### src/rtl/serial_adder_ctrl.sv
// -----------------------------------------------------------------------------
// serial_adder_ctrl
//   Bit-serial adder controller. Computes {cout,sum} = a + b + cin one bit per
//   clock, LSB first, through a single full_adder instance.
//
//   Operation: IDLE waits for start, then captures the operands. RUN performs
//   WIDTH add steps. DONE presents a one-cycle done pulse, after which the FSM
//   returns to IDLE.
//
//   Ports
//     clk   : rising-edge clock
//     rst   : asynchronous active-high reset
//     start : begin an addition (sampled only in IDLE)
//     a, b  : WIDTH-bit operands, captured on the accepting edge
//     cin   : carry-in, captured on the accepting edge
//     busy  : high while the FSM is in RUN
//     done  : one-cycle pulse marking a new valid result
//     sum   : registered result bits (held until the next result)
//     cout  : registered final carry-out
// -----------------------------------------------------------------------------

// Single-bit full adder; the only adder used by the serial datapath.
module full_adder (
  input  logic a,
  input  logic b,
  input  logic cin,
  output logic sum,
  output logic cout
);
  assign sum  = a ^ b ^ cin;
  assign cout = (a & b) | (a & cin) | (b & cin);
endmodule

module serial_adder_ctrl #(
  parameter int WIDTH = 8
) (
  input  logic             clk,
  input  logic             rst,
  input  logic             start,
  input  logic [WIDTH-1:0] a,
  input  logic [WIDTH-1:0] b,
  input  logic             cin,
  output logic             busy,
  output logic             done,
  output logic [WIDTH-1:0] sum,
  output logic             cout
);

  // The counter only needs to reach WIDTH-1; keep at least one bit for WIDTH=1.
  localparam int CNT_W = (WIDTH < 2) ? 1 : $clog2(WIDTH);
  localparam logic [CNT_W-1:0] LAST_CNT = CNT_W'(WIDTH - 1);

  typedef enum logic [1:0] {
    IDLE,
    RUN,
    DONE
  } state_t;

  state_t             state;
  logic [WIDTH-1:0]   a_sr;
  logic [WIDTH-1:0]   b_sr;
  logic [WIDTH-1:0]   res_sr;
  logic               carry;
  logic [CNT_W-1:0]   cnt;

  logic               fa_sum;
  logic               fa_cout;
  logic [WIDTH-1:0]   res_next;

  full_adder u_fa (
    .a    (a_sr[0]),
    .b    (b_sr[0]),
    .cin  (carry),
    .sum  (fa_sum),
    .cout (fa_cout)
  );

  // New sum bit enters at the MSB; after WIDTH shifts the first (LSB) bit has
  // reached position 0. Written as a shifted concatenation so WIDTH=1 works.
  assign res_next = WIDTH'({fa_sum, res_sr} >> 1);

  always_ff @(posedge clk or posedge rst) begin
    if (rst) begin
      state  <= IDLE;
      a_sr   <= '0;
      b_sr   <= '0;
      res_sr <= '0;
      carry  <= 1'b0;
      cnt    <= '0;
      busy   <= 1'b0;
      done   <= 1'b0;
      sum    <= '0;
      cout   <= 1'b0;
    end else begin
      case (state)
        IDLE: begin
          done <= 1'b0;
          if (start) begin
            a_sr   <= a;
            b_sr   <= b;
            carry  <= cin;
            res_sr <= '0;
            cnt    <= '0;
            busy   <= 1'b1;
            state  <= RUN;
          end
        end

        RUN: begin
          res_sr <= res_next;
          carry  <= fa_cout;
          a_sr   <= a_sr >> 1;
          b_sr   <= b_sr >> 1;
          cnt    <= cnt + CNT_W'(1);
          // Final step: outputs take the values the registers are being
          // loaded with on this same edge.
          if (cnt == LAST_CNT) begin
            sum   <= res_next;
            cout  <= fa_cout;
            busy  <= 1'b0;
            done  <= 1'b1;
            state <= DONE;
          end
        end

        DONE: begin
          done  <= 1'b0;
          state <= IDLE;
        end

        default: begin
          busy  <= 1'b0;
          done  <= 1'b0;
          state <= IDLE;
        end
      endcase
    end
  end

endmodule

### config.mk
export PLATFORM = sky130hd
export DESIGN_NAME = serial_adder_ctrl
export DESIGN_NICKNAME = d
export VERILOG_FILES = /design/src/rtl/serial_adder_ctrl.sv
export SDC_FILE = /design/constraint.sdc
export NUM_CORES = 1
export LEC_CHECK = 0
export ABC_AREA = 1
export ABC_CLOCK_PERIOD_IN_PS = 1450
export BUFFER_PORTS_ARGS = -buffer_cell sky130_fd_sc_hd__buf_4
export CAP_MARGIN = 20
export CORE_ASPECT_RATIO = 1.2
export CORE_MARGIN = 4
export CORE_UTILIZATION = 55
export CTS_CLUSTER_DIAMETER = 30
export DETAILED_ROUTE_END_ITERATION = 8
export PLACE_DENSITY = 0.8
export SYNTH_ARGS = -nofsm -noshare
export SYNTH_HDL_FRONTEND = slang
export SYNTH_HIERARCHICAL = 1
export SYNTH_SLANG_ARGS = --single-unit
export TNS_END_PERCENT = 50
### constraint.sdc
create_clock -name clk -period 1.45 [get_ports clk]
set_input_delay 0.29 -clock clk [delete_from_list [all_inputs] [get_ports clk]]
set_output_delay 0.29 -clock clk [all_outputs]
set_load 0.02 [all_outputs]
Yosys cells after proc, flatten, opt, wreduce, memory -nomap -nowiden --
Cells that the tools add are included.
Cells by class: $add $sub $neg 1, eq/ne operators 5, muxes and demuxes 18, bitwise operators 8, reductions and logical operators 6
Operator list (number):
- one-hot mux 8 bit (2 select lines) | 3
- two-way mux 8 bit | 3
- one-hot mux 3 bit (2 select lines) | 1
- AND reduction 2 bit | 3
- two-way mux 1 bit | 5
- two-way mux 2 bit | 2
- inequality test 2 bit, second input constant | 2
- one-hot mux 2 bit (2 select lines) | 1
- adder 3 x 1 -> 3 bit, second input constant | 1
- AND 1 bit | 3
- equality test 3 bit, second input constant | 1
- two-way mux 3 bit | 1
- one-hot mux 1 bit (3 select lines) | 1
- AND reduction 3 bit | 1
- equality test 2 x 1 -> 1 bit, second input constant | 1
- equality test 2 bit, second input constant | 1
- logical NOT 2 bit | 1
- bitwise OR 1 bit | 2
- one-hot mux 1 bit (2 select lines) | 1
- nonzero test 2 bit | 1
- XOR 1 bit | 2
- NOT 1 bit | 1
Storage, ports and cells: register bits 41, input port bits 20, output and inout bits 11, logic and storage cells 48

Depth between registers and ports, before layout --
Gate-level depths: netlist of run 1.
depth in word-level cells 4, gate-level depth with buffers 7, gate-level depth less buffers 6

Modules after synthesis --
Netlist of run 1, hierarchy kept.
By module, submodules not included:
- serial_adder_ctrl | instances 1, cells each 230, area each 1916.8 sq um, sequential area each 1001.0 sq um
- full_adder | instances 1, cells each 1, area each 20.0 sq um, sequential area each 0.0 sq um

Least setup slack after synthesis of run 1 --
Ideal clock, no wire load.
path kind flip-flop to flip-flop, start point reg cnt[0], end point reg sum[5], setup time 0.074 ns, arrival 1.195 ns, data required time 1.376 ns, path slack 0.181 ns, cell stages (with the launch flop) 7, buffers on the path 1, clock period less this slack 1.269 ns, cell sequence dfrtp_1 -> ha_1 -> ha_1 -> nand2_2 -> buf_6 -> nand2_1 -> o21ai_2
On the way: cells in the longest elaborated chain, start to end 2
Ends and longest elaborated chain:
- from (decl) | line 64 | logic [CNT_W-1:0] cnt;
- from (signal assigned) | line 114 | cnt <= cnt + CNT_W'(1);
- equality test 3 bit | line 117 | if (cnt == LAST_CNT) begin
- AND reduction 2 bit (no line)
- to (signal assigned) | line 118 | sum <= res_next;
- to (decl) | line 45 | output logic [WIDTH-1:0] sum,
No other way between the ends. A chain may end at the register's enable or synchronous reset.

Worst setup path after layout of run 1 --
start point reg cnt[0], end point reg sum[0]
Same word-level chain as after synthesis.

==> report_table.html, run 1 <==
<table>
<tr><th>Metric</th><th>Value</th></tr>
<tr><th colspan="2">Global routing</th></tr>
<tr><td>Wire length of the first global-routing pass</td><td>6216 um</td></tr>
<tr><td>Number of antenna violations at the first check in global routing</td><td>0</td></tr>
<tr><td>Via count of the first global-routing pass</td><td>1415</td></tr>
<tr><td>Overflow left after global routing</td><td>0</td></tr>
<tr><td>Global router's overall resource usage</td><td>17.14%</td></tr>
<tr><td>Largest net degree at the start of global routing</td><td>41</td></tr>
<tr><th colspan="2">Pwr</th></tr>
<tr><td>Pwr Density</td><td>2125 nW/um2</td></tr>
<tr><td>Reported leakage power</td><td>1.293 nW</td></tr>
<tr><td>Overall power after layout</td><td>4.921 mW</td></tr>
<tr><td>Worst VDD drop</td><td>1.365 mV</td></tr>
<tr><th colspan="2">Yosys</th></tr>
<tr><td>Total of warnings raised by yosys</td><td>6</td></tr>
<tr><td>Post-synthesis sequential element count</td><td>40</td></tr>
<tr><td>Post-synthesis instance area</td><td>1937 um2</td></tr>
<tr><td>Adder and majority gate portion of the synthesized area</td><td>2.326%</td></tr>
<tr><td>Instance count of the mapped netlist</td><td>231</td></tr>
<tr><td>Simple-Gate Fraction of Synth Area</td><td>26.36%</td></tr>
<tr><td>Unique cell type count in the Yosys netlist</td><td>20</td></tr>
<tr><td>Multiplexer share of the synthesized area</td><td>0%</td></tr>
<tr><td>Area fraction of the dominant cell type after synthesis</td><td>51.68%</td></tr>
<tr><td>Dominant combinational cell family by area after synthesis</td><td>simple AND/OR/NAND/NOR gates</td></tr>
<tr><td>Fraction of the mapped netlist area in compound gates</td><td>6.718%</td></tr>
<tr><td>Average cell area after synthesis</td><td>8.385 um2</td></tr>
<tr><td>Largest area contributor in the synthesized netlist</td><td>sky130_fd_sc_hd__dfrtp_1</td></tr>
<tr><td>Leading post-synthesis cells by cell area</td><td>sky130_fd_sc_hd__dfrtp_1 52%, sky130_fd_sc_hd__nand2_1 14%, sky130_fd_sc_hd__inv_1 8.1%, sky130_fd_sc_hd__nand3_1 7.8%, sky130_fd_sc_hd__o21ai_2 3.6%</td></tr>
<tr><td>XOR/XNOR Fraction of Synth Area</td><td>0%</td></tr>
<tr><td>Share of the yosys chip area belonging to registers</td><td>51.68%</td></tr>
<tr><td>Synthesized netlist net count</td><td>254</td></tr>
<tr><th colspan="2">STA</th></tr>
<tr><td>Relative slew slack</td><td>81.16%</td></tr>
<tr><td>Highest Clock Rate</td><td>0.7680 GHz</td></tr>
<tr><td>Final count of hold timing violations</td><td>0</td></tr>
<tr><td>Slew at the pin closest to its max-slew limit</td><td>0.2826 ns</td></tr>
<tr><td>Layout Skew</td><td>0.008604 ns</td></tr>
<tr><td>RSZ-0062 raised after global routing</td><td>false</td></tr>
<tr><td>Max Slew Vio Count</td><td>0</td></tr>
<tr><td>Period utilisation layout</td><td>89.80%</td></tr>
<tr><td>Crit path time final</td><td>1.302 ns</td></tr>
<tr><td>Setup_tns</td><td>0 ns</td></tr>
<tr><td>Final setup violation count</td><td>0</td></tr>
<tr><th colspan="2">Routing</th></tr>
<tr><td>Number of detailed-routing iterations run before antenna repair</td><td>4</td></tr>
<tr><td>Routed via count</td><td>1512</td></tr>
<tr><td>Avg Vias per Cell</td><td>4.941</td></tr>
<tr><td>WL per Instance</td><td>11.41 um</td></tr>
<tr><td>Count of nets left with antenna violations after detail routing</td><td>0</td></tr>
<tr><td>Remaining DRCs</td><td>0</td></tr>
<tr><td>Total routed wirelength</td><td>3491 um</td></tr>
<tr><td>Starting DRT DRC Count</td><td>35</td></tr>
<tr><th colspan="2">Clock tree</th></tr>
<tr><td>Clock tree from TritonCTS</td><td>done</td></tr>
<tr><td>Number of setup buffers added after CTS</td><td>0</td></tr>
<tr><td>Insertion delay to the later sink of the worst-skew pair</td><td>0.29 ns</td></tr>
<tr><td>CTS Root Cell</td><td>sky130_fd_sc_hd__clkbuf_8</td></tr>
<tr><td>Hold bufs inserted after CTS</td><td>0</td></tr>
<tr><td>CTS H-tree lvls</td><td>2</td></tr>
<tr><td>Buffer depth of the longest clock path</td><td>2</td></tr>
<tr><td>Count of cells resized by post-cts repair</td><td>0</td></tr>
<tr><td>Number of buffers inserted during clock tree synthesis</td><td>5</td></tr>
<tr><td>Clock-pin slew of the registers on the worst-case setup and hold paths</td><td>0.07 ns</td></tr>
<tr><td>CTS Sinks</td><td>40</td></tr>
<tr><th colspan="2">Critical path</th></tr>
<tr><td>Critical path class</td><td>reg -&gt; reg</td></tr>
<tr><td>Crit start category</td><td>flop</td></tr>
<tr><td>Critical Path Fanout Max</td><td>6</td></tr>
<tr><td>Arrival time worst endpoint</td><td>1.53 ns</td></tr>
<tr><td>CP max stage delay</td><td>0.40 ns</td></tr>
<tr><td>CP dominant cell by count</td><td>sky130_fd_sc_hd__ha_1</td></tr>
<tr><td>Crit end category</td><td>flop</td></tr>
<tr><td>Slowest library cell on the worst path</td><td>sky130_fd_sc_hd__dfrtp_1</td></tr>
<tr><td>Cell breakdown of the critical path</td><td>ha_1 &gt; ha_1 &gt; nand2_2 &gt; buf_4 &gt; nand2_1 &gt; o21ai_2</td></tr>
<tr><td>Buf+Inv Stages, Crit Path</td><td>1</td></tr>
<tr><td>Cell family with the largest share of critical-path delay</td><td>adder cells</td></tr>
<tr><td>Worst path required time</td><td>1.68 ns</td></tr>
<tr><th colspan="2">Die</th></tr>
<tr><td>Initial Utilization</td><td>57.53%</td></tr>
<tr><td>Die area</td><td>4539 um2</td></tr>
<tr><td>Count of pins on the block boundary</td><td>31</td></tr>
<tr><td>Site Rows</td><td>23</td></tr>
<tr><td>Die X-Extent</td><td>62.17 um</td></tr>
<tr><td>Vertical extent of the die</td><td>73.01 um</td></tr>
<tr><td>Core Area</td><td>3367 um2</td></tr>
<tr><th colspan="2">Cells and area</th></tr>
<tr><td>Final core utilization</td><td>68.78%</td></tr>
<tr><td>Area taken by flip-flops and latches</td><td>1001 um2</td></tr>
<tr><td>Number of diodes</td><td>0</td></tr>
<tr><td>Area taken by multi-input logic gates</td><td>685.7 um2</td></tr>
<tr><td>Fraction of final layout cells with drive strength greater than 1</td><td>23.05%</td></tr>
<tr><td>Layout net count</td><td>291</td></tr>
<tr><td>Fill count</td><td>288</td></tr>
<tr><td>Area delta synth-&gt;final</td><td>19.57%</td></tr>
<tr><th colspan="2">Placement</th></tr>
<tr><td>Global placer's final weighted congestion</td><td>0.7791</td></tr>
<tr><td>Post-DP HPWL</td><td>2469 um</td></tr>
<tr><td>Count of input and output buffers</td><td>30</td></tr>
<tr><th colspan="2">Job</th></tr>
<tr><td>Count of max-cap constraint violations</td><td>0</td></tr>
<tr><th colspan="2">Outcome</th></tr>
<tr><td>Run status</td><td>completed</td></tr>
<tr><th colspan="2">Worst hold path</th></tr>
<tr><td>Worst hold path type</td><td>in -&gt; async</td></tr>
</table>
## tightest hold or removal path, cell delays in order
cell and delay (ns):
sky130_fd_sc_hd__buf_4 0.11, sky130_fd_sc_hd__inv_1 0.08, sky130_fd_sc_hd__buf_12 0.23
## layout by cell type (no fill, tap or decap), drive strengths merged
cell	instances
clkbuf	7
ha	2
clkinvlp	1
o21ai	19
nand3	30
a21oi	1
dfrtp	40
inv	45
fa	1
nand2	78
buf	39
nor2	6
## logic make-up after synthesis
kind of cell	Yosys count
AOI/OAI and AO/OA	20
adders and majority gates	3
buffers and inverters	54
and+or+nand+nor	114
DFF	40
## where the power goes
group          total, mW  leakage (nW)  internal, mW  switching [mW]
sequential          1.94         0.495          1.64           0.303
combinational       2.22         0.754         0.913            1.31
clock              0.759        0.0445         0.386           0.373
total               4.92          1.29          2.94            1.98
## cell usage after synthesis
cell / count
sky130_fd_sc_hd__buf_4: 1
sky130_fd_sc_hd__o21ai_0: 7
sky130_fd_sc_hd__nand2_1: 74
sky130_fd_sc_hd__inv_4: 1
sky130_fd_sc_hd__nand2_2: 1
sky130_fd_sc_hd__nand2_8: 2
sky130_fd_sc_hd__ha_1: 2
sky130_fd_sc_hd__nand2_4: 1
sky130_fd_sc_hd__a21oi_1: 1
sky130_fd_sc_hd__fa_1: 1
sky130_fd_sc_hd__inv_1: 42
sky130_fd_sc_hd__inv_2: 2
sky130_fd_sc_hd__buf_2: 3
sky130_fd_sc_hd__nor2_1: 5
sky130_fd_sc_hd__dfrtp_1: 40
sky130_fd_sc_hd__o21ai_2: 8
sky130_fd_sc_hd__nand3_1: 30
sky130_fd_sc_hd__nor2_2: 1
sky130_fd_sc_hd__buf_6: 5
sky130_fd_sc_hd__o21ai_1: 4
## registers in the layout, indices dropped and copies added (netlist names)
signal,count
sum,8
cout,1
b_sr,8
cnt,3
res_sr,7
done,1
a_sr,8
state,2
busy,1
carry,1
## final timing paths
kind                                     startpoint                    end  slack (ns)  depth (start not counted)
worst max register to register   cnt[0]$_DFFE_PP0P_     sum[0]$_DFFE_PP0P_        0.15                          6
worst min register to register  a_sr[6]$_DFFE_PP0P_    a_sr[6]$_DFFE_PP0P_        0.48                          2
min in group clk                               b[7]    b_sr[7]$_DFFE_PP0P_        0.20                          3
worst min-delay path                            rst  res_sr[2]$_DFFE_PP0P_        0.05                          3
worst max-delay path             cnt[0]$_DFFE_PP0P_     sum[0]$_DFFE_PP0P_        0.15                          6
max in group asynchronous                       rst     cnt[0]$_DFFE_PP0P_        1.21                          3
## layer usage
metal	track usage [%]	up-vias	wire length, um
met5	0	-	0
met2	27.19	25	1700
met1	22.29	707	1566
met3	3.544	8	143
met4	8.675	0	81
li1	-	772	-
## cell type report
class,instances,area share [%]
flip-flops and latches,40,43.22
repair buffers,39,13.72
clock inverters,1,0.3241
clock buffers,7,3.728
multi-input cells,137,29.61
inverters,45,7.401
well taps,37,1.999
## per-stage QoR
step / setup WS [ns] / hold WS (ns) / std cells / instance area [um2]
2_1_floorplan: 0.1810 / 0.4110 / 231 / 1937
4_1_cts: 0.1351 / 0.05108 / 306 / 2316
3_5_place_dp: 0.1382 / 0.3731 / 298 / 2222
6_report: 0.1479 / 0.04995 / 306 / 2316
3_3_place_gp: 0.1993 / 0.3706 / 298 / 2222
5_1_grt: 0.06511 / 0.06773 / 306 / 2316
(Power assumes the default switching activity.)
==> run 2: changes to the inputs <==
Settings changed: CORE_MARGIN 4 to not set.
==> run 2 against run 1 <==
Compared with the run above: core utilization grew 0.18 points; clock power is 1% lower; cell count is 0.65% lower; critical path depth is the same; hold slack gained 0.0060 ns; register-to-register slack lost 0.03 ns; die area is 17% lower; fmax is 2.1% lower; power up 0.10%; clock skew is 0.0045 ns lower; largest cell class unchanged; largest power group unchanged.
==> report_table.html, run 2 (synthesis results as in run 1) <==
<table>
<tr><th>Metric</th><th>Value</th></tr>
<tr><th colspan="2">Outcome</th></tr>
<tr><td>Run status</td><td>completed</td></tr>
<tr><th colspan="2">Routing</th></tr>
<tr><td>Starting DRT DRC Count</td><td>59</td></tr>
<tr><td>Remaining DRCs</td><td>0</td></tr>
<tr><td>Routed via count</td><td>1511</td></tr>
<tr><td>Total routed wirelength</td><td>3571 um</td></tr>
<tr><td>WL per Instance</td><td>11.75 um</td></tr>
<tr><td>Number of detailed-routing iterations run before antenna repair</td><td>4</td></tr>
<tr><td>Avg Vias per Cell</td><td>4.970</td></tr>
<tr><td>Count of nets left with antenna violations after detail routing</td><td>0</td></tr>
<tr><th colspan="2">Global routing</th></tr>
<tr><td>Number of antenna violations at the first check in global routing</td><td>0</td></tr>
<tr><td>Global router's overall resource usage</td><td>22.45%</td></tr>
<tr><td>Overflow left after global routing</td><td>0</td></tr>
<tr><td>Via count of the first global-routing pass</td><td>1470</td></tr>
<tr><td>Largest net degree at the start of global routing</td><td>41</td></tr>
<tr><td>Wire length of the first global-routing pass</td><td>6354 um</td></tr>
<tr><th colspan="2">STA</th></tr>
<tr><td>Worst Hold Slack</td><td>0.05592 ns</td></tr>
<tr><td>Max Slew Vio Count</td><td>0</td></tr>
<tr><td>Final setup violation count</td><td>0</td></tr>
<tr><td>Period utilisation layout</td><td>91.75%</td></tr>
<tr><td>Crit path time final</td><td>1.330 ns</td></tr>
<tr><td>Relative slew slack</td><td>80.41%</td></tr>
<tr><td>Slew at the pin closest to its max-slew limit</td><td>0.2938 ns</td></tr>
<tr><td>Setup slack of the critical path after layout</td><td>0.1196 ns</td></tr>
<tr><td>RSZ-0062 raised after global routing</td><td>false</td></tr>
<tr><td>Final count of hold timing violations</td><td>0</td></tr>
<tr><td>Setup_tns</td><td>0 ns</td></tr>
<tr><td>Highest Clock Rate</td><td>0.7517 GHz</td></tr>
<tr><td>Layout Skew</td><td>0.004136 ns</td></tr>
<tr><th colspan="2">Die</th></tr>
<tr><td>Die X-Extent</td><td>56.17 um</td></tr>
<tr><td>Core Area</td><td>3338 um2</td></tr>
<tr><td>Die area</td><td>3764 um2</td></tr>
<tr><td>Count of pins on the block boundary</td><td>31</td></tr>
<tr><td>Vertical extent of the die</td><td>67.01 um</td></tr>
<tr><td>Initial Utilization</td><td>58.02%</td></tr>
<tr><td>Site Rows</td><td>23</td></tr>
<tr><th colspan="2">Cells and area</th></tr>
<tr><td>Cell area after layout</td><td>2302 um2</td></tr>
<tr><td>Top Registers</td><td>a_sr x8, b_sr x8, sum x8</td></tr>
<tr><td>Area delta synth-&gt;final</td><td>18.86%</td></tr>
<tr><td>Number of diodes</td><td>0</td></tr>
<tr><td>Layout net count</td><td>289</td></tr>
<tr><td>Commonest cells after routing, fill and taps aside</td><td>74 x sky130_fd_sc_hd__nand2_1, 42 x sky130_fd_sc_hd__inv_1, 40 x sky130_fd_sc_hd__dfrtp_1</td></tr>
<tr><td>Fraction of final layout cells with drive strength greater than 1</td><td>22.10%</td></tr>
<tr><td>Commonest non-fill, non-tap cell in the layout</td><td>sky130_fd_sc_hd__nand2_1</td></tr>
<tr><th colspan="2">Clock tree</th></tr>
<tr><td>Buffer depth of the longest clock path</td><td>2</td></tr>
<tr><td>Hold bufs inserted after CTS</td><td>0</td></tr>
<tr><td>CTS H-tree lvls</td><td>2</td></tr>
<tr><td>Insertion delay to the later sink of the worst-skew pair</td><td>0.29 ns</td></tr>
<tr><td>Clock tree from TritonCTS</td><td>done</td></tr>
<tr><td>Clock-pin slew of the registers on the worst-case setup and hold paths</td><td>0.07 ns</td></tr>
<tr><td>Number of setup buffers added after CTS</td><td>0</td></tr>
<tr><td>CTS Root Cell</td><td>sky130_fd_sc_hd__clkbuf_8</td></tr>
<tr><td>CTS Sinks</td><td>40</td></tr>
<tr><td>Number of buffers inserted during clock tree synthesis</td><td>5</td></tr>
<tr><th colspan="2">Placement</th></tr>
<tr><td>Count of input and output buffers</td><td>30</td></tr>
<tr><td>Dpl cell area</td><td>2207 um2</td></tr>
<tr><td>Setup WS pre-CTS</td><td>0.08740 ns</td></tr>
<tr><td>Global placer's final weighted congestion</td><td>0.7579</td></tr>
<tr><td>Post-DP HPWL</td><td>2468 um</td></tr>
<tr><th colspan="2">Critical path</th></tr>
<tr><td>Endpoint of the worst-slack reg-to-reg timing path</td><td>sum[0]$_DFFE_PP0P_</td></tr>
<tr><td>Cell breakdown of the critical path</td><td>ha_1 &gt; ha_1 &gt; nand2_4 &gt; buf_12 &gt; nand2_1 &gt; o21ai_2</td></tr>
<tr><td>Critical path class</td><td>reg -&gt; reg</td></tr>
<tr><td>Number of cells on the worst reg-to-reg path</td><td>6</td></tr>
<tr><td>CP max stage delay</td><td>0.40 ns</td></tr>
<tr><td>Startpoint of the lowest-slack register-to-register path</td><td>cnt[0]$_DFFE_PP0P_</td></tr>
<tr><td>Worst path required time</td><td>1.68 ns</td></tr>
<tr><td>Crit end category</td><td>flop</td></tr>
<tr><td>Arrival time worst endpoint</td><td>1.56 ns</td></tr>
<tr><td>Crit start category</td><td>flop</td></tr>
<tr><td>Slowest library cell on the worst path</td><td>sky130_fd_sc_hd__dfrtp_1</td></tr>
<tr><td>CP dominant cell by count</td><td>sky130_fd_sc_hd__ha_1</td></tr>
<tr><td>Critical Path Fanout Max</td><td>12</td></tr>
<tr><td>Reg2reg setup slack</td><td>0.12 ns</td></tr>
<tr><th colspan="2">Job</th></tr>
<tr><td>Count of max-cap constraint violations</td><td>0</td></tr>
<tr><th colspan="2">Pwr</th></tr>
<tr><td>Pwr Density</td><td>2140 nW/um2</td></tr>
<tr><td>Clock network fraction of total power</td><td>15.2%</td></tr>
<tr><td>Sequential share of power</td><td>39.6%</td></tr>
<tr><td>Internal cell power</td><td>2.926 mW</td></tr>
<tr><td>Switching power</td><td>2.000 mW</td></tr>
<tr><td>Power share of the combinational group</td><td>45.2%</td></tr>
<tr><td>Reported leakage power</td><td>1.291 nW</td></tr>
<tr><td>Worst VDD drop</td><td>1.390 mV</td></tr>
<tr><td>Switching share of power</td><td>40.60%</td></tr>
<tr><th colspan="2">Worst hold path</th></tr>
<tr><td>Worst hold path type</td><td>in -&gt; async</td></tr>
</table>
run 2: changes by cell type in the layout (fill, tap and decap cells not counted):
cell / change
sky130_fd_sc_hd__clkinvlp_4: -1
sky130_fd_sc_hd__nand2_4: +1
sky130_fd_sc_hd__clkbuf_1: +1
sky130_fd_sc_hd__nand2_2: -1
sky130_fd_sc_hd__buf_4: -2
run 2: worst max path at each step:
stage               slack (ns)                  to  cells after the start               start
global placement          0.15  sum[5]$_DFFE_PP0P_                      6  cnt[0]$_DFFE_PP0P_
global route              0.01  sum[4]$_DFFE_PP0P_                      6  cnt[0]$_DFFE_PP0P_
CTS                       0.07  sum[0]$_DFFE_PP0P_                      6  cnt[0]$_DFFE_PP0P_
detailed placement        0.09  sum[0]$_DFFE_PP0P_                      6  cnt[0]$_DFFE_PP0P_
floorplan                 0.18  sum[5]$_DFFE_PP0P_                      6  cnt[0]$_DFFE_PP0P_
finish                    0.12  sum[0]$_DFFE_PP0P_                      6  cnt[0]$_DFFE_PP0P_
run 2: critical path: cells and delay by family, from the launching register on:
family          cells  cell delay (ns)
simple gates        2             0.21
buf+inv             1             0.15
flops               1             0.40
compound gates      1             0.05
fa+ha+maj           2             0.47
run 2: power groups by stage:
stage	clock [mW]	sequential, mW	combinational [mW]
4_1_cts	0.770	1.95	2.24
3_3_place_gp	0	1.95	2.16
3_5_place_dp	0	1.96	2.24
5_1_grt	0.807	2.01	2.53
6_report	0.751	1.95	2.23
2_1_floorplan	0	2.06	1.54
run 2: layout make-up:
class / count / area (um2)
fillers: 286 / 1036
flip-flops and latches: 40 / 1001
multi-input cells: 137 / 690.7
repair buffers: 37 / 302.8
inverters: 45 / 171.4
clock buffers: 8 / 90.09
well taps: 37 / 46.29
run 2: metal layers:
metal	GRT usage, %	wire [um]
met5	0	0
met4	11.89	86
met3	5.437	150
met2	38.10	1824
met1	26.38	1510
run 2: what timing repair did:
action                                 CTS  global route
resized for setup                        0             1
endpoints found under the hold margin    0             0
setup endpoints to repair                0             6
run 2: per-stage QoR:
stage | utilization [%] | instances | power, mW
floorplan | - | 231 | 3.595
finish | 68.97 | 304 | 4.926
global route | 68.97 | 304 | 5.353
detailed placement | 66.12 | 296 | 4.205
CTS | 68.82 | 304 | 4.962
global placement | 66.12 | 296 | 4.111
